<file path="src/rtl/mux_arb_pkg.sv">
// Shared types and constants for the 4-way round-robin packet arbiter.
// Also provides the rotating-priority search used to pick the next grant.
package mux_arb_pkg;

    localparam int unsigned NUM_REQ = 4;
    localparam int unsigned SEL_W   = 2;

    typedef enum logic [0:0] {
        StIdle,
        StGrant
    } arb_state_e;

    // First set bit of req at or after ptr, wrapping modulo NUM_REQ.
    function automatic logic [SEL_W-1:0] rr_pick(input logic [NUM_REQ-1:0] req,
                                                 input logic [SEL_W-1:0]   ptr);
        logic [SEL_W-1:0] idx;
        logic [SEL_W-1:0] pick;
        logic             found;
        pick  = ptr;
        found = 1'b0;
        for (int i = 0; i < NUM_REQ; i++) begin
            idx = ptr + SEL_W'(i);
            if (!found && req[idx]) begin
                pick  = idx;
                found = 1'b1;
            end
        end
        return pick;
    endfunction

endpackage

</file>
<file path="src/rtl/mux_4to1.sv">
// Plain 4:1 data multiplexer; the arbiter steers valid/last/ready itself.
module mux_4to1 #(
    parameter int unsigned WIDTH = 8
) (
    input  logic [1:0]         sel_i,
    input  logic [4*WIDTH-1:0] data_i,
    output logic [WIDTH-1:0]   data_o
);

    always_comb begin
        unique case (sel_i)
            2'd0:    data_o = data_i[0*WIDTH +: WIDTH];
            2'd1:    data_o = data_i[1*WIDTH +: WIDTH];
            2'd2:    data_o = data_i[2*WIDTH +: WIDTH];
            default: data_o = data_i[3*WIDTH +: WIDTH];
        endcase
    end

endmodule

</file>
<file path="src/rtl/mux_4to1_rr_arbiter.sv">
// Round-robin packet arbiter sharing one valid/ready/last channel between 4 producers.
// Define ARB_TIMEOUT_EN to force a grant release after TIMEOUT cycles without a transfer.
module mux_4to1_rr_arbiter
    import mux_arb_pkg::*;
#(
    parameter int unsigned WIDTH   = 8,
    parameter int unsigned TIMEOUT = 16
) (
    input  logic                 clk,
    input  logic                 rst_n,
    input  logic [3:0]           req_valid,
    input  logic [4*WIDTH-1:0]   req_data,
    input  logic [3:0]           req_last,
    output logic [3:0]           req_ready,
    output logic                 out_valid,
    output logic [WIDTH-1:0]     out_data,
    output logic                 out_last,
    input  logic                 out_ready,
    output logic [1:0]           sel,
    output logic [3:0]           grant,
    output logic                 busy,
    output logic                 timeout
);

    arb_state_e           state_q, state_d;
    logic [SEL_W-1:0]     ptr_q, ptr_d;
    logic [SEL_W-1:0]     sel_q, sel_d;
    logic [NUM_REQ-1:0]   grant_q, grant_d;
    logic                 xfer;
    logic                 force_rel;

    always_ff @(posedge clk) begin
        if (!rst_n) begin
            state_q <= StIdle;
            ptr_q   <= '0;
            sel_q   <= '0;
            grant_q <= '0;
        end else begin
            state_q <= state_d;
            ptr_q   <= ptr_d;
            sel_q   <= sel_d;
            grant_q <= grant_d;
        end
    end

    always_comb begin
        state_d = state_q;
        ptr_d   = ptr_q;
        sel_d   = sel_q;
        grant_d = grant_q;
        unique case (state_q)
            StIdle: begin
                if (|req_valid) begin
                    sel_d          = rr_pick(req_valid, ptr_q);
                    grant_d        = '0;
                    grant_d[sel_d] = 1'b1;
                    state_d        = StGrant;
                end
            end
            StGrant: begin
                // Priority rotates past the port just served, whatever ended its packet.
                if ((xfer && out_last) || force_rel) begin
                    state_d = StIdle;
                    grant_d = '0;
                    ptr_d   = sel_q + 1'b1;
                end
            end
            default: state_d = StIdle;
        endcase
    end

    always_comb begin
        out_valid = 1'b0;
        out_last  = 1'b0;
        req_ready = '0;
        if (state_q == StGrant) begin
            out_valid        = req_valid[sel_q];
            out_last         = req_last[sel_q];
            req_ready[sel_q] = out_ready;
        end
    end

    assign xfer  = out_valid & out_ready;
    assign busy  = (state_q == StGrant);
    assign sel   = sel_q;
    assign grant = grant_q;

    mux_4to1 #(
        .WIDTH (WIDTH)
    ) u_mux (
        .sel_i  (sel_q),
        .data_i (req_data),
        .data_o (out_data)
    );

`ifdef ARB_TIMEOUT_EN
    localparam int unsigned CntW = $clog2(TIMEOUT);

    logic [CntW-1:0] cnt_q, cnt_d;
    logic            timeout_q;

    // Idle clears the count so every new grant starts from zero.
    always_comb begin
        if (state_q == StIdle || xfer) begin
            cnt_d = '0;
        end else begin
            cnt_d = cnt_q + 1'b1;
        end
    end

    assign force_rel = (state_q == StGrant) && !xfer && (cnt_q == CntW'(TIMEOUT - 1));

    always_ff @(posedge clk) begin
        if (!rst_n) begin
            cnt_q     <= '0;
            timeout_q <= 1'b0;
        end else begin
            cnt_q     <= cnt_d;
            timeout_q <= force_rel;
        end
    end

    assign timeout = timeout_q;
`else
    assign force_rel = 1'b0;
    assign timeout   = 1'b0;
`endif

endmodule

</file>
<file path="config.mk">
export PLATFORM = sky130hd
export DESIGN_NAME = mux_4to1_rr_arbiter
export DESIGN_NICKNAME = d
export VERILOG_FILES = /design/src/rtl/mux_arb_pkg.sv /design/src/rtl/mux_4to1.sv /design/src/rtl/mux_4to1_rr_arbiter.sv
export SDC_FILE = /design/constraint.sdc
export NUM_CORES = 1
export LEC_CHECK = 0
export ABC_AREA = 1
export CAP_MARGIN = 20
export CELL_PAD_IN_SITES_DETAIL_PLACEMENT = 0
export CELL_PAD_IN_SITES_GLOBAL_PLACEMENT = 1
export CORE_MARGIN = 3
export CORE_UTILIZATION = 26
export CTS_BUF_LIST = sky130_fd_sc_hd__clkbuf_2 sky130_fd_sc_hd__clkbuf_4 sky130_fd_sc_hd__clkbuf_8
export DETAILED_ROUTE_END_ITERATION = 7
export HOLD_SLACK_MARGIN = 0.08
export PLACE_DENSITY = 0.82
export SETUP_SLACK_MARGIN = 0.3
export SLEW_MARGIN = 20
export SYNTH_ARGS = -nofsm -noshare
export SYNTH_HDL_FRONTEND = slang
export SYNTH_SLANG_ARGS = --single-unit
export TNS_END_PERCENT = 1
</file>
<file path="constraint.sdc">
create_clock -name clk -period 2 [get_ports clk]
set_input_delay 0.5 -clock clk [delete_from_list [all_inputs] [get_ports clk]]
set_output_delay 0.5 -clock clk [all_outputs]
set_load 0.01 [all_outputs]
</file>
# Word level (Yosys, flattened, before mapping)
# Index checks and enable logic that the tools add are counted.
[classes] n_eq_ne=4 reduce_logical=14 add_sub_neg=4 div_mod_pow=0 mux=40 magnitude_cmp=8 n_mul=0 shifts=0 bitwise=3
[op_table] op="8-bit one-hot mux with 3 select lines" n=1
[op_table] op="1-bit 2-to-1 mux" n=21
[op_table] op="2-bit by 3-bit < comparator with 1-bit output, second input constant" n=6
[op_table] op="1-bit binary-select mux with 2-bit select" n=6
[op_table] op="4-bit 2-to-1 mux" n=3
[op_table] op="2-bit 2-to-1 mux" n=5
[op_table] op="4-bit one-hot mux with 2 select lines" n=1
[op_table] op="1-bit logical AND" n=6
[op_table] op="2-bit AND reduction" n=3
[op_table] op="2-bit by 1-bit adder with 2-bit output, second input constant" n=2
[op_table] op="2-bit adder, second input constant" n=2
[op_table] op="4-bit bitwise AND" n=1
[op_table] op="1-bit demux with 2-bit select" n=2
[op_table] op="2-bit by 1-bit >= comparator with 1-bit output, second input constant" n=2
[op_table] op="4-bit OR reduction" n=1
[op_table] op="1-bit logical NOT" n=3
[op_table] op="2-bit by 1-bit equality test with 1-bit output, second input constant" n=1
[op_table] op="2-bit equality test, second input constant" n=1
[op_table] op="2-bit logical NOT" n=1
[op_table] op="2-bit by 1-bit inequality test with 1-bit output, second input constant" n=1
[op_table] op="2-bit inequality test, second input constant" n=1
[op_table] op="1-bit one-hot mux with 2 select lines" n=1
[op_table] op="1-bit bitwise AND" n=1
[op_table] op="1-bit NOT" n=1
[word_totals] mem_bits_ro=0 reg_bits=9 output_inout_bits=22 latchBits=0 memories=0 mem_bits_rw=0 elab_cells=77 input_bits=43

# Logic depth before layout (Yosys ltp)
[logic_depth] ltp_word=26 mapped_depth=14 mapped_depth_nobuf=13

# Hierarchy
# Synthesis repeated with hierarchy kept, for this count alone.
[hier_totals] hier_cells=205 area_unflattened_um2=1193.6
[by_module_without_submodules] mod="mux_4to1_rr_arbiter" area_per_inst_um2=929.6 cells_per_inst=158 seq_area_each_um2=180.2 instances=1
[by_module_without_submodules] mod="mux_4to1" area_per_inst_um2=264.0 cells_per_inst=47 seq_area_each_um2=0.0 instances=1

# Least setup slack after synthesis
# Ideal clock, no wire load.
[synth_timing] path_type="reg-to-output" start="register sel_q[0] (netlist: sel[0])" end="output port out_data[0]" required_time_ps=1500 path_buffers=1 arrival_time_ps=1478 setup_slack_ps=22 stages_incl_launch_ff=7 path_cell_list="dfxtp_1 > inv_1 > ha_1 > clkbuf_1 > a22o_1 > a21oi_1 > o21ai_0"
[synth_via] elab_chain_len=2 elab_cells_between_ends=4 classes_between="2 x eq/ne; 1 x mux; 1 x reduce/logical"
[synth_rtl] item="start: declaration" line="mux_4to1_rr_arbiter.sv:27" rtl="logic [SEL_W-1:0] sel_q, sel_d;"
[synth_rtl] item="start signal: assignment" line="mux_4to1_rr_arbiter.sv:41" rtl="sel_q <= sel_d;"
[synth_rtl] item="2-bit equality test (tied with other cells)" line="mux_4to1.sv:11" rtl="unique case (sel_i)"
[synth_rtl] item="8-bit one-hot mux with 3 select lines (*)" line="mux_4to1.sv:11"
[synth_rtl] item="end: declaration" line="mux_4to1_rr_arbiter.sv:16" rtl="output logic [WIDTH-1:0] out_data,"
# Every way passes the cells marked *; elsewhere a longest branch is shown, timed or not.

# Worst setup path after layout
[layout_timing] start="register sel_q[0] (netlist: sel[0])" end="output port out_data[6]"
# The elaborated chain is that of the path after synthesis.

==> flow_summary_export.csv <==
group,metric,value,unit
run_status,outcome,"completed",
floorplan,initial_core_util,27.3,%
timing,rsz0062_at_grt,"true",
synth,yosysMostFrequentCell,"nand2_1",
worst_setup_path,rr_worst_depth,13,
routing,post-route-drc-count,0,
final_layout,area_delta_synth_final,84.5,%
routing,wl_met2,2040,um
clock_tree,clock_latency,0.23,ns
worst_setup_path,cp.arrival,1.46,ns
worst_setup_path,startpoint_type,"flop",
routing,drt_iter0_drc,72,
floorplan,die_x,74.1,um
synth,async_reset_ff_share,0,%
floorplan,core-area,0.00441,mm^2
timing,setup_viol,0,
synth,synth-seq-area-share,14.9,%
worst_hold_path,hold_depth,2,
place,place.gp.congestion,0.750,
clock_tree,cts_tree,"yes",
synth,synth-edff-count,0,
floorplan,ios,65,
place,detailedPlacementHpwl,3080,um
grt,grt_max_degree,17,
final_layout,antennaDiodeCount,0,
synth,synth_area_leader_cell,"nand2_1",
power,ir_worst_vdd,428,uV
timing,timing.final.crit_share,98.2,%
routing,vias_per_cell,4.54,
routing,topRoutingLayerUsed,"met4",
clock_tree,cts_sinks,9,
synth,synth_warnings,0,
worst_setup_path,r2r-end,"grant[0]$_SDFFE_PN0P_",
synth,ys_types,27,
clock_tree,path_clk_slew,0.05,ns
clock_tree,cts_buffers,3,
floorplan,die-height,74.1,um
place,pre_cts_slack,-0.512,ns
final_layout,fin_util,50.4,%
timing,skew,0.00211,ns
floorplan,num_rows,24,
grt,grt.total_usage,14.5,%
worst_hold_path,hp-start,"grant[3]$_SDFFE_PN0P_",
clock_tree,htreeDepth,1,
worst_setup_path,crit_path_max_fanout,5,
final_layout,fill_cells,445,
timing,setup-tns-final,0,ns
clock_tree,cts-root-buf,"clkbuf_8",
synth,synth_top_cells_by_count,"nand2_1 (68), a21oi_1 (20), inv_1 (17)",
worst_setup_path,regToRegSetupSlack,0.42,ns
timing,hold_viol,0,
synth,synth_nets,244,
routing,drt_wl_total,4140,um
worst_setup_path,end_kind,"output port",
final_layout,drive_gt1_share,36.0,%
grt,grt_pass1_wl,6580,um
clock_tree,cts_buffer_depth,2,
grt,antenna_found_initial,0,
synth,synthCells,196,
power,p_total,0.00118,W
timing,setup_ws,0.0357,ns
synth,postSynthAreaPerCell,6.15,um^2
synth,synthTopCellsByArea,"nand2_1 (21%), dfxtp_1 (15%), a21oi_1 (8.3%), a22o_1 (5.8%), nand2_2 (5.7%)",
worst_hold_path,hp-class,"flop to flop",
floorplan,die_area,0.00549,mm^2
synth,synth_seq_cells,9,
grt,overflow,0,
routing,ant_nets,0,
routing,drtPass1Iterations,4,
synth,yosysTopAreaCellShare,21.2,%
worst_setup_path,worstSetupPathType,"flop to output port",
routing,wl_per_cell,12.4,um
worst_setup_path,r2r_start,"sel[1]$_SDFFE_PN0P_",
routing,via_count,1520,
worst_setup_path,crit_required,1.50,ns
grt,grt_pass1_vias,1438,
power,leakage,1.09,nW
timing,fin_crit,1.96,ns
timing,hold_ws,0.465,ns
routing,wl_met1,1850,um
routing,routed-wl-met3,234,um
power,pwr_density_cell,532,mW/mm^2
place,portBuffers,63,
run,drv_cap,0,
worst_hold_path,min_delay_worst_endpoint,"grant[3]$_SDFFE_PN0P_",
synth,synth_ff_type,"dfxtp_1",
clock_tree,cts_hold_buf,0,
timing,slew_violations,0,
final_layout,nets,332,
synth,synthesis.area,0.00121,mm^2
timing,fmax,509,MHz
[cell usage in the layout, fill, tap and decap left out, types with 3 or more instances in the layout]
cell	n
buf_6	10
dfxtp_1	5
nor2_1	5
a22o_1	8
dlymetal6s2s_1	5
clkdlybuf4s50_1	38
nand3_4	3
clkbuf_8	3
buf_2	12
buf_4	18
inv_2	3
o21ai_1	11
inv_1	12
a21oi_2	10
nand2_4	5
nand3_1	11
nand2_2	13
nand2_1	65
a21oi_1	10
inv_4	5
o21ai_0	3
ha_4	3
dlygate4sd2_1	4
[cell families (layout without fill, tap and decap cells)]
family | after synthesis | count (layout) | synth area share [%]
DFF | 9 | 9 | 14.9
other | 1 | 1 | 0.311
AOI/OAI and AO/OA | 44 | 44 | 22.9
buffers and inverters | 30 | 117 | 12.3
and+or+nand+nor | 107 | 107 | 44.3
adders and majority gates | 5 | 5 | 5.19
[per-stage QoR]
step / cell area [um^2] / instances
after detailed placement: 2040 / 327
after floorplan: 1210 / 196
after CTS: 2140 / 335
final: 2230 / 335
after global routing: 2230 / 335
after global placement: 2040 / 327
[power breakdown]
part | internal (W) | switching [W] | leakage, nW
Clock | 0.000152 | 0.0000710 | 0.0262
Combinational | 0.000369 | 0.000368 | 0.984
Sequential | 0.000201 | 0.0000229 | 0.0757
[critical path, cell delays in order, from the launching register on]
cell	delay [ns]
dfxtp_4	0.38
inv_4	0.05
ha_4	0.16
buf_6	0.12
a22o_1	0.21
a21oi_2	0.11
o21ai_1	0.06
buf_2	0.13
[metal layers]
metal	vias to the layer above	track usage [%]
met5	-	0
met4	0	1.81
met3	2	2.03
met2	36	25.4
met1	670	19.4
li1	812	-
[repair_timing]
action                     4_1_cts  5_1_grt
pin swaps                        5        5
buffers inserted                 1        0
resized for setup               75       40
setup endpoints to repair       26       24
cloned                           3        0
[registers in the layout, indices dropped and copies added, names as in the netlist]
register  count
busy          1
ptr_q         2
sel           2
grant         4
[worst max path at each step]
stage,from,depth (start not counted),end
global route,sel[0]$_SDFFE_PN0P_,7,out_data[3]
finish,sel[0]$_SDFFE_PN0P_,7,out_data[6]
detailed placement,req_valid[1],8,out_valid
floorplan,sel[0]$_SDFFE_PN0P_,6,out_data[0]
global placement,req_valid[2],8,out_valid
CTS,sel[1]$_SDFFE_PN0P_,7,out_data[4]
[cell type report]
| class | count | area, um^2 | area share [%] |
|---|---|---|---|
| inverters | 22 | 100 | 4.50 |
| repair buffers | 91 | 832 | 37.4 |
| well taps | 52 | 65.1 | 2.92 |
| clock buffers | 4 | 48.8 | 2.19 |
| multi-input cells | 157 | 990 | 44.5 |
| flip-flops and latches | 9 | 190 | 8.54 |
(Power assumes the default switching activity.)
==> patch, RTL diff (same flow settings) <==
The option `ARB_TIMEOUT_EN` is turned on by a define.
--- a/src/rtl/mux_4to1_rr_arbiter.sv
+++ b/src/rtl/mux_4to1_rr_arbiter.sv
@@ -1,4 +1,6 @@
 // Round-robin packet arbiter sharing one valid/ready/last channel between 4 producers.
 // Define ARB_TIMEOUT_EN to force a grant release after TIMEOUT cycles without a transfer.
+`define ARB_TIMEOUT_EN
+
 module mux_4to1_rr_arbiter
     import mux_arb_pkg::*;
Behaviour: no difference found for any inputs over 10 cycles, from zero or initial values and one cycle with rst_n low; that may be too few to reach the edited logic, so the function may still have changed.
==> patch against the original RTL <==
- worst setup slack lost 29 ps
- design area grew 11%
- sequential cell count grew 5
- count of clock-buffer cells in the layout is the same
- synthesized area grew 11%
- critical endpoint is now out_data[5]
- routed wire length grew 11%
- register-to-register slack lost 60 ps
- total power shrank 2.2%
- highest routed layer unchanged
==> patch: results (changes against the original RTL) <==
* Worst path top cell family by delay: compound AO/OA/AOI/OAI gates (was flip-flops)
* Bufs w/o clock at 95 (was 91)
* Row count at 25 (was 24)
* Multi-input gate area at 1070 µm² (was 990 µm²)
* Worst Reg-to-Reg Cells at 11 (was 13)
* Library cells used by synthesis at 24 (was 27)
* Net count, final at 372 (was 332)
* Flop2flop setup slack at 360 ps (was 420 ps)
* DP Worst Slack at -603 ps (was -512 ps)
* Synth Net Count at 279 (was 244)
* Inverters at 33 (was 22)
* DRT iter0 DRCs at 25 (was 72)
* FF-to-FF Start: sel[0] (was sel[1])
* Via count at 1720 (was 1520)
* Final Hold Slack at 445 ps (was 465 ps)
* Layout cells sized above 1 at 0.366 (was 0.360)
* Dpl cell area at 2210 µm² (was 2040 µm²)
* Post-route insts no fill at 389 (was 335)
* Met2 Use GR at 0.268 (was 0.254)
* Multi-Input Combinational at 176 (was 157)
* Number of fill cells in the layout at 514 (was 445)
* Status: completed (unchanged)
* Met2 WL at 2170 µm (was 2040 µm)
* Register bit count reported by yosys at 14 (was 9)
* Gate Count Post-Synth at 230 (was 196)
* Post-synthesis compound-gate area fraction at 0.181 (was 0.229)
* Post-Synth Adder-Cell Area at 0.0561 (was 0.0519)
* Placed Instances at 379 (was 327)
* Final Wtd Congestion at 0.730 (was 0.750)
* WHS Path Cells at 1 (was 2)
* Area delta synth->final at 84.8% (was 84.5%)
* Clock buf/inv share at 0.0197 (was 0.0219)
* Critical Path AT at 1490 ps (was 1460 ps)
* Worst setup endpoint: out_data[5] (was out_data[6])
* Top cells by count, synth: nand2_1, inv_1, a21oi_1 (was nand2_1, a21oi_1, inv_1)
* Register area at 293 µm² (was 190 µm²)
* First-pass GRT wire length at 7540 µm (was 6580 µm)
==> patch: report_power, final <==
part / total, mW / internal (mW) / leakage (nW) / switching, mW
clock network: 0.246 / 0.154 / 0.0262 / 0.0918
logic: 0.598 / 0.305 / 1.03 / 0.292
registers: 0.315 / 0.296 / 0.117 / 0.0190
==> patch: worst min-delay path by stage <==
stage	startpoint	to
floorplan	cnt_q[0]	cnt_q[0]
global placement	cnt_q[0]	cnt_q[0]
detailed placement	cnt_q[0]	cnt_q[0]
CTS	cnt_q[0]	cnt_q[0]
global route	cnt_q[0]	cnt_q[0]
finish	cnt_q[0]	cnt_q[0]
==> patch: timing repair <==
item                                    CTS  global route
endpoints found under the setup margin   24            23
buffers inserted                          3             0
gates resized for setup                  98            47
hold buffers                              0             0
pin swaps                                10            25
cloned                                    3             0
==> patch: kinds of logic after synthesis <==
group / count (synthesis)
DFF: 14
adders and majority gates: 6
buffers and inverters: 40
and+or+nand+nor: 128
AOI/OAI and AO/OA: 41
xor gates and xnor gates: 1
